===== src/rtl/ram_loader_ctrl.sv =====
// ram_loader_ctrl: program-load controller for the shared on-chip RAM.
// Reads a 16-bit big-endian word count followed by big-endian 32-bit words
// from a byte FIFO and writes them to RAM word addresses 0..N-1. The CPU is
// held stalled for the whole load. If anything goes wrong, it stays stalled.
// Optional feature: define LOADER_CHECKSUM_EN to require a trailing byte equal
// to the XOR of all data bytes before the image is accepted.
module ram_loader_ctrl #(
  parameter int unsigned ADDR_W      = 16,
  parameter int unsigned TIMEOUT_CYC = 1000000
) (
  input  logic              clk_i,
  input  logic              rst_ni,
  input  logic              load_start_i,
  input  logic              fifo_empty_i,
  output logic              fifo_rd_en_o,
  input  logic [7:0]        fifo_dout_i,
  output logic              stall_o,
  output logic              ram_we_o,
  output logic [ADDR_W-1:0] ram_addr_o,
  output logic [31:0]       ram_data_o,
  output logic              busy_o,
  output logic              done_o,
  output logic              err_o,
  output logic [ADDR_W-1:0] words_o
);

  // A word count that reaches the GPIO word address (2^ADDR_W-1) is rejected.
  localparam logic [31:0] N_LIMIT = 32'((64'd1 << ADDR_W) - 64'd1);

  typedef enum logic [2:0] {
    S_IDLE   = 3'd0,
    S_HDR_HI = 3'd1,
    S_HDR_LO = 3'd2,
    S_DATA   = 3'd3,
    S_WRITE  = 3'd4,
    S_DONE   = 3'd6,
    S_ERR    = 3'd7
`ifdef LOADER_CHECKSUM_EN
    , S_CSUM = 3'd5
`endif
  } state_e;

  state_e            state_q;
  logic              rd_q;      // read strobe is on the FIFO this cycle
  logic              pend_q;    // FIFO data for the last strobe is valid now
  logic              stall_q, we_q, busy_q, done_q, err_q;
  logic [ADDR_W-1:0] words_q, addr_q;
  logic [31:0]       data_q;
  logic [23:0]       acc_q;     // first three bytes of the word in progress
  logic [1:0]        byte_idx_q;
  logic [15:0]       n_q;
  logic [7:0]        csum_q;
  logic [31:0]       to_q;

  logic        fetch_st_s, cap_s, issue_s, to_hit_s;
  logic [15:0] hdr_n_s;

`ifdef LOADER_CHECKSUM_EN
  assign fetch_st_s = (state_q == S_HDR_HI) || (state_q == S_HDR_LO) ||
                      (state_q == S_DATA)   || (state_q == S_CSUM);
`else
  assign fetch_st_s = (state_q == S_HDR_HI) || (state_q == S_HDR_LO) ||
                      (state_q == S_DATA);
`endif
  assign cap_s    = pend_q;
  assign issue_s  = !rd_q && !pend_q && !fifo_empty_i;
  assign to_hit_s = (TIMEOUT_CYC != 32'd0) && !rd_q && !pend_q &&
                    ((to_q + 32'd1) >= TIMEOUT_CYC);
  assign hdr_n_s  = {n_q[15:8], fifo_dout_i};

  // Load sequencer: byte fetch, header parse, word assembly, RAM write, status.
  always_ff @(posedge clk_i or negedge rst_ni) begin
    if (!rst_ni) begin
      state_q    <= S_IDLE;
      rd_q       <= 1'b0;
      pend_q     <= 1'b0;
      stall_q    <= 1'b0;
      we_q       <= 1'b0;
      busy_q     <= 1'b0;
      done_q     <= 1'b0;
      err_q      <= 1'b0;
      words_q    <= '0;
      addr_q     <= '0;
      data_q     <= 32'd0;
      acc_q      <= 24'd0;
      byte_idx_q <= 2'd0;
      n_q        <= 16'd0;
      csum_q     <= 8'd0;
      to_q       <= 32'd0;
    end else begin
      rd_q   <= 1'b0;
      we_q   <= 1'b0;
      done_q <= 1'b0;
      pend_q <= rd_q;
      if (!fetch_st_s || cap_s) begin
        to_q <= 32'd0;
      end else begin
        to_q <= to_q + 32'd1;
      end
      case (state_q)
        S_IDLE, S_ERR: begin
          if (load_start_i) begin
            state_q    <= S_HDR_HI;
            stall_q    <= 1'b1;
            busy_q     <= 1'b1;
            err_q      <= 1'b0;
            words_q    <= '0;
            csum_q     <= 8'd0;
            byte_idx_q <= 2'd0;
          end
        end
        S_HDR_HI: begin
          if (cap_s) begin
            n_q[15:8] <= fifo_dout_i;
            state_q   <= S_HDR_LO;
            rd_q      <= !fifo_empty_i;
          end else if (to_hit_s) begin
            state_q <= S_ERR;
            err_q   <= 1'b1;
            busy_q  <= 1'b0;
          end else begin
            rd_q <= issue_s;
          end
        end
        S_HDR_LO: begin
          if (cap_s) begin
            n_q <= hdr_n_s;
            if (32'(hdr_n_s) >= N_LIMIT) begin
              state_q <= S_ERR;
              err_q   <= 1'b1;
              busy_q  <= 1'b0;
            end else if (hdr_n_s == 16'd0) begin
`ifdef LOADER_CHECKSUM_EN
              state_q <= S_CSUM;
              rd_q    <= !fifo_empty_i;
`else
              state_q <= S_DONE;
              done_q  <= 1'b1;
`endif
            end else begin
              state_q <= S_DATA;
              rd_q    <= !fifo_empty_i;
            end
          end else if (to_hit_s) begin
            state_q <= S_ERR;
            err_q   <= 1'b1;
            busy_q  <= 1'b0;
          end else begin
            rd_q <= issue_s;
          end
        end
        S_DATA: begin
          if (cap_s) begin
            csum_q     <= csum_q ^ fifo_dout_i;
            acc_q      <= {acc_q[15:0], fifo_dout_i};
            byte_idx_q <= byte_idx_q + 2'd1;
            if (byte_idx_q == 2'd3) begin
              we_q    <= 1'b1;
              addr_q  <= words_q;
              data_q  <= {acc_q, fifo_dout_i};
              words_q <= words_q + ADDR_W'(1);
              state_q <= S_WRITE;
            end else begin
              rd_q <= !fifo_empty_i;
            end
          end else if (to_hit_s) begin
            state_q <= S_ERR;
            err_q   <= 1'b1;
            busy_q  <= 1'b0;
          end else begin
            rd_q <= issue_s;
          end
        end
        S_WRITE: begin
          // words_q already counts the word being written this cycle; the
          // next byte is requested here so a word takes 9 cycles end to end.
          if (32'(words_q) == 32'(n_q)) begin
`ifdef LOADER_CHECKSUM_EN
            state_q <= S_CSUM;
            rd_q    <= !fifo_empty_i;
`else
            state_q <= S_DONE;
            done_q  <= 1'b1;
`endif
          end else begin
            state_q <= S_DATA;
            rd_q    <= !fifo_empty_i;
          end
        end
`ifdef LOADER_CHECKSUM_EN
        S_CSUM: begin
          if (cap_s) begin
            if (fifo_dout_i == csum_q) begin
              state_q <= S_DONE;
              done_q  <= 1'b1;
            end else begin
              state_q <= S_ERR;
              err_q   <= 1'b1;
              busy_q  <= 1'b0;
            end
          end else if (to_hit_s) begin
            state_q <= S_ERR;
            err_q   <= 1'b1;
            busy_q  <= 1'b0;
          end else begin
            rd_q <= issue_s;
          end
        end
`endif
        S_DONE: begin
          stall_q <= 1'b0;
          busy_q  <= 1'b0;
          state_q <= S_IDLE;
        end
        default: begin
          state_q <= S_IDLE;
        end
      endcase
    end
  end

  assign fifo_rd_en_o = rd_q;
  assign stall_o      = stall_q;
  assign ram_we_o     = we_q;
  assign ram_addr_o   = addr_q;
  assign ram_data_o   = data_q;
  assign busy_o       = busy_q;
  assign done_o       = done_q;
  assign err_o        = err_q;
  assign words_o      = words_q;

endmodule


===== config.mk =====
export PLATFORM = sky130hd
export DESIGN_NAME = ram_loader_ctrl
export DESIGN_NICKNAME = d
export VERILOG_FILES = /design/src/rtl/ram_loader_ctrl.sv
export SDC_FILE = /design/constraint.sdc
export NUM_CORES = 1
export LEC_CHECK = 0
export ABC_CLOCK_PERIOD_IN_PS = 3700
export CAP_MARGIN = 30
export CORE_ASPECT_RATIO = 1.5
export CORE_MARGIN = 4
export CORE_UTILIZATION = 47
export CTS_BUF_LIST = sky130_fd_sc_hd__clkbuf_2 sky130_fd_sc_hd__clkbuf_4 sky130_fd_sc_hd__clkbuf_8
export DETAILED_ROUTE_END_ITERATION = 16
export PLACE_DENSITY = 0.66
export SETUP_SLACK_MARGIN = 0.15
export SYNTH_ARGS = -nofsm -noshare
export SYNTH_HDL_FRONTEND = slang
export SYNTH_SLANG_ARGS = --single-unit

===== constraint.sdc =====
create_clock -name clk_i -period 3.7 [get_ports clk_i]
set_input_delay 0.74 -clock clk_i [delete_from_list [all_inputs] [get_ports clk_i]]
set_output_delay 0.74 -clock clk_i [all_outputs]
set_load 0.01 [all_outputs]

# Word level (Yosys, flattened, before mapping)
# Index checks and enable logic that the tools add are counted.
# totals
inputBits,12
out_inout_bits,70
register_bits,148
# classes
n_addsub,3
order_cmp,2
reduce_logical,28
n_mux,50
n_bitwise,1
n_eq_ne,14
# ops
cell,count
$mux 16,3
$add 32x1->32 const B,1
$ge 32x20->1 const B,1
$mux 32,1
$pmux 16 s2,1
$mux 3,9
$mux 1,25
$add 16x1->16 const B,1
$eq 16x16->1,1
$ge 16x16->1 const B,1
$logic_not 16->1,1
$pmux 8 s2,1
$pmux 3 s5,1
$reduce_and 4->1,3
$eq 3x3->1 const B,3
$reduce_and 3->1,3
$mux 8,1
$pmux 1 s4,2
$reduce_and 2->1,4
$eq 3x2->1 const B,2
$ne 2x2->1 const B,3
$ne 3x2->1 const B,2
$logic_not 1->1,4
$mux 2,2
other kinds (15),22

# Logic depth before layout (Yosys ltp)
# depth
depth_word,6
depth_mapped,9
mapped_depth_nobuf,8

# Worst setup path before layout
# Ideal clock, no wire load.
# synth_path
path_type,reg2reg
startpoint,register to_q[0]
endpoint,register state_q[1]
setup_slack_ps,1379
path_buffers,0
synth_period_minus_slack_ps,2321
arrival_ps,2187
setup_ps,133
path_stages_with_launch,9
t_required_ps,3567
path_cell_list,dfrtp_1 > ha_1 > nand4_2 > or4_4 > nor2_2 > a41o_1 > nand4_1 > a211oi_2 > o41ai_2
# synth_between
elab_chain_len,6
word_cells_on_any_way,8
# synth_rtl
item,line,rtl
start: declaration,53,logic [31:0] to_q;
start signal: assignment,98,to_q <= to_q + 32'd1;
$add 32x1->32 *,68,((to_q + 32'd1) >= TIMEOUT_CYC);
$ge 32x20->1 *,68,
$logic_and 1x1->1 *,67,assign to_hit_s = (TIMEOUT_CYC != 32'd0) && !rd_q && !pend_q &&
$mux 3 *,n/a,
$mux 3 (on tied branches),n/a,
$pmux 3 s5 *,n/a,
end signal: assignment,74,state_q <= S_IDLE;
end signal: assignment,103,state_q <= S_HDR_HI;
end signal: assignment,115,state_q <= S_HDR_LO;
end: declaration,43,state_e state_q;
# Mark *: on every way between the ends. The rest lies on a longest branch, timed or not.
# A chain may end at the register's enable or synchronous reset.

# Worst setup path in the final report
# layout_path
startpoint,register to_q[8]
endpoint,register state_q[1]
# The elaborated chain is that of the path after synthesis.

==> key figures <==
Power
  • Static Leak: 0.00377 µW
  • Reg power frac: 46.2%
  • Combinational Power Share: 26.5%
  • Internal Pwr Total: 3350 µW
  • Switch Pwr: roughly 1800 µW
  • Switching Fraction: 35.5%
  • VDD IR max: between 200 and 300 µV
  • Pwr per Cell Area: 609 nW/µm²
  • Clk pwr share: a little over a quarter

Layout
  • Highest-count cells in the layout ignoring fill and taps: 244 x nand2_1, 148 x dfrtp_1, 80 x clkdlybuf4s50_1
  • Area delta synth->final: 20.4%
  • Commonest non-fill, non-tap cell in the layout: nand2_1
  • Ratio of cells with drive above 1 in the final layout: 8.80%
  • Antenna diode instance count: 0
  • Layout Cells excl Fill: between 1,000 and 1,500
  • Final nets: 866
  • Fin area: between 8000 and 9000 µm²

STA
  • Max-Slew Margin vs Limit: 35.4%
  • Setup Skew: roughly 0.013 ns
  • Fin crit share: 78.1%
  • Highest clock rate: between 300 and 400 MHz
  • Final hold vios: 0
  • Worst-Margin Slew: roughly 0.97 ns
  • Setup TNS: 0 ns
  • RSZ-0062 raised after global routing: no
  • Final setup violation count: 0
  • Fin crit period: 2.89 ns
  • Max-slew violation count: 0

Synth
  • Register area share after synthesis: 52.4%
  • YS warnings: 0
  • Yosys reg bits: 148
  • Syn nets: a little under 800
  • Post-synth EDFFs: 0
  • Synth top area cells: dfrtp_1 52%, nand2_1 13%, xnor2_1 4.8%, nor2_1 3.1%, mux2_2 2.9%
  • Fraction of registers with async set or reset after synthesis: 100%
  • Post-synth top flop: dfrtp_1
  • Cells after Synth: 776
  • Yosys cell types: 59
  • Synthesized area per cell: about 9 µm²
  • Mapped cell area: 7070 µm²
  • Synth area leader: dfrtp_1
  • Post-synth top area share: 52.4%

Critical path
  • CP Capture Type: register
  • CP Class: reg -> reg
  • Slowest stage delay, CP: 0.57 ns
  • R2R Setup Slk: 0.81 ns
  • Worst path cell trace: nand4_1 -> nor2_1 -> a21boi_1 -> nor4_1 -> a31oi_1 -> a211oi_2 -> o41ai_2
  • Reg2reg start: to_q[8]$_DFF_PN0_
  • CP Data Required Time: approximately 4.0 ns
  • Reg2reg end: state_q[1]$_DFFE_PN0P_
  • CP Max Fanout: 12
  • Startpoint types: register
  • WP data arrival: ~3.2 ns
  • R2R cell count: 7
  • Slowest CP cell: nor2_1

Global routing
  • Largest net degree at the start of global routing: between 90 and 100
  • Overflow after GRT: 0
  • Met2 Usage GRT: 41.2%
  • Vias in the first global route: between 6,000 and 7,000
  • Global-route wire length before repair: between 30,000 and 40,000 µm
  • GR peak layer: met2
  • Antenna violations before repair: 0
  • GR Util met1: 28.4%
  • Total track usage: 23.6%
  • Global Route met3 Usage: 5.18%

CTS
  • Root buffer cell: clkbuf_8
  • TritonCTS clock tree: done
  • Clk_lat worst skew: 0.46 ns
  • Total CTS buffers: 17
  • Post-CTS Resized: 0
  • Worst-path clk slew: approximately 0.09 ns
  • Clock Sinks: roughly 150
  • Buffer depth of the longest clock path: 2
  • Hold buffer count at cts: 0
  • Setup bufs post-CTS: 0
  • Htree depth: 4

Routing
  • WL/cell: 17.7 µm
  • Final ANT Viol Nets: 0
  • Vias per inst: 5.53
  • Vias: 5,863
  • Number of DRC markers in iteration 0: 385
  • Detailed Routing Iterations Pass 1: 5
  • Residual DRC: 0
  • WL final: ~19,000 µm

Placement
  • Buffers on Ports: about 80
  • Area after DPL: 8070 µm²
  • Placed wire-length estimate: about 13,000 µm
  • Placed cells: 1,028
  • Final Wtd Congestion: 0.960

Floorplanning
  • Die area: roughly 17,000 µm²
  • Starting Density: 48.2%
  • Cell Rows: 54
  • Core area: 14,700 µm²
  • Die Wd: 108 µm
  • Chip Height: 158 µm
  • Ports: 82

Min path
  • Worst Hold Class: in -> async

Flow run
  • Maxcap violations: 0

Run status
  • Status: complete, no violations
==> worst max-delay path, delay by kind of cell, from the launching register on <==
kind | cells | cell delay, ns
DFF | 1 | 0.51
and+or+nand+nor | 3 | 1.36
AOI/OAI and AO/OA | 4 | 0.88
==> logic make-up after synthesis <==
group | after synthesis | share of synthesized area, %
AO/OA/AOI/OAI | 86 | 8.11
buffers and inverters | 48 | 2.65
AND/OR/NAND/NOR | 415 | 26.2
flip-flops | 148 | 52.4
XOR/XNOR | 56 | 6.94
adder cells (fa/ha/maj) | 3 | 0.531
multiplexers | 20 | 3.15
==> registers in the layout, summed over array words and instances, names as in the netlist <==
name,cells
byte_idx_q,2
stall_o,1
err_o,1
ram_data_o,32
acc_q,24
done_o,1
busy_o,1
words_o,16
state_q,3
fifo_rd_en_o,1
cap_s,1
ram_addr_o,16
n_q,16
ram_we_o,1
to_q,32
==> power groups by stage <==
stage	clock [µW]	sequential (µW)	combinational [µW]
after global routing	1520	2460	1530
after detailed placement	0	2430	1380
final	1410	2400	1370
after CTS	1450	2400	1390
after global placement	0	2420	1350
after floorplan	0	2300	893
==> Yosys cell counts (all sizes together), types with 3 or more instances <==
cell type / count
nand2: 245
dfrtp: 148
nor2: 59
xnor2: 39
o21ai: 25
clkbuf: 23
nand3: 23
nand4: 22
a21oi: 18
mux2: 18
xor2: 17
inv: 16
nor3: 16
nor4: 14
and3: 9
and4: 9
buf: 9
a31oi: 7
or3: 6
and2: 5
o22ai: 5
a32o: 3
ha: 3
o41ai: 3
==> routing by layer <==
metal / up-vias / share of wire, %
li1: 2773 / -
met1: 2883 / 40
met2: 171 / 53
met3: 36 / 4.5
met4: 0 / 2.8
met5: - / 0
==> through the flow <==
step	util (%)	total power (µW)	hold slack (ns)	setup slack, ns
finish	58.1	5190	0.340	0.811
global route	58.1	5510	0.413	0.586
CTS	58.1	5230	0.377	0.874
detailed placement	55.0	3810	0.463	0.552
global placement	55.0	3780	0.459	0.578
floorplan	-	3190	0.439	1.38
==> worst max-delay path by stage <==
| stage | start | to | depth (start not counted) |
|---|---|---|---|
| finish | to_q[8]$_DFF_PN0_ | state_q[1]$_DFFE_PN0P_ | 7 |
| global placement | fifo_dout_i[2] | err_o$_DFFE_PN0P_ | 8 |
| detailed placement | fifo_dout_i[3] | err_o$_DFFE_PN0P_ | 8 |
| CTS | to_q[8]$_DFF_PN0_ | state_q[1]$_DFFE_PN0P_ | 7 |
| floorplan | to_q[0]$_DFF_PN0_ | state_q[1]$_DFFE_PN0P_ | 8 |
| global route | to_q[8]$_DFF_PN0_ | state_q[1]$_DFFE_PN0P_ | 7 |
==> cell type report <==
| class | count | area (µm²) |
|---|---|---|
| clock buffers | 17 | 234 |
| clock inverters | 15 | 210 |
| fillers | 1343 | 6150 |
| inverters | 16 | 60.1 |
| multi-input cells | 580 | 3180 |
| flip-flops and latches | 148 | 3700 |
| well taps | 196 | 245 |
| repair buffers | 88 | 877 |
No activity file was read; power rests on OpenSTA's default activity.
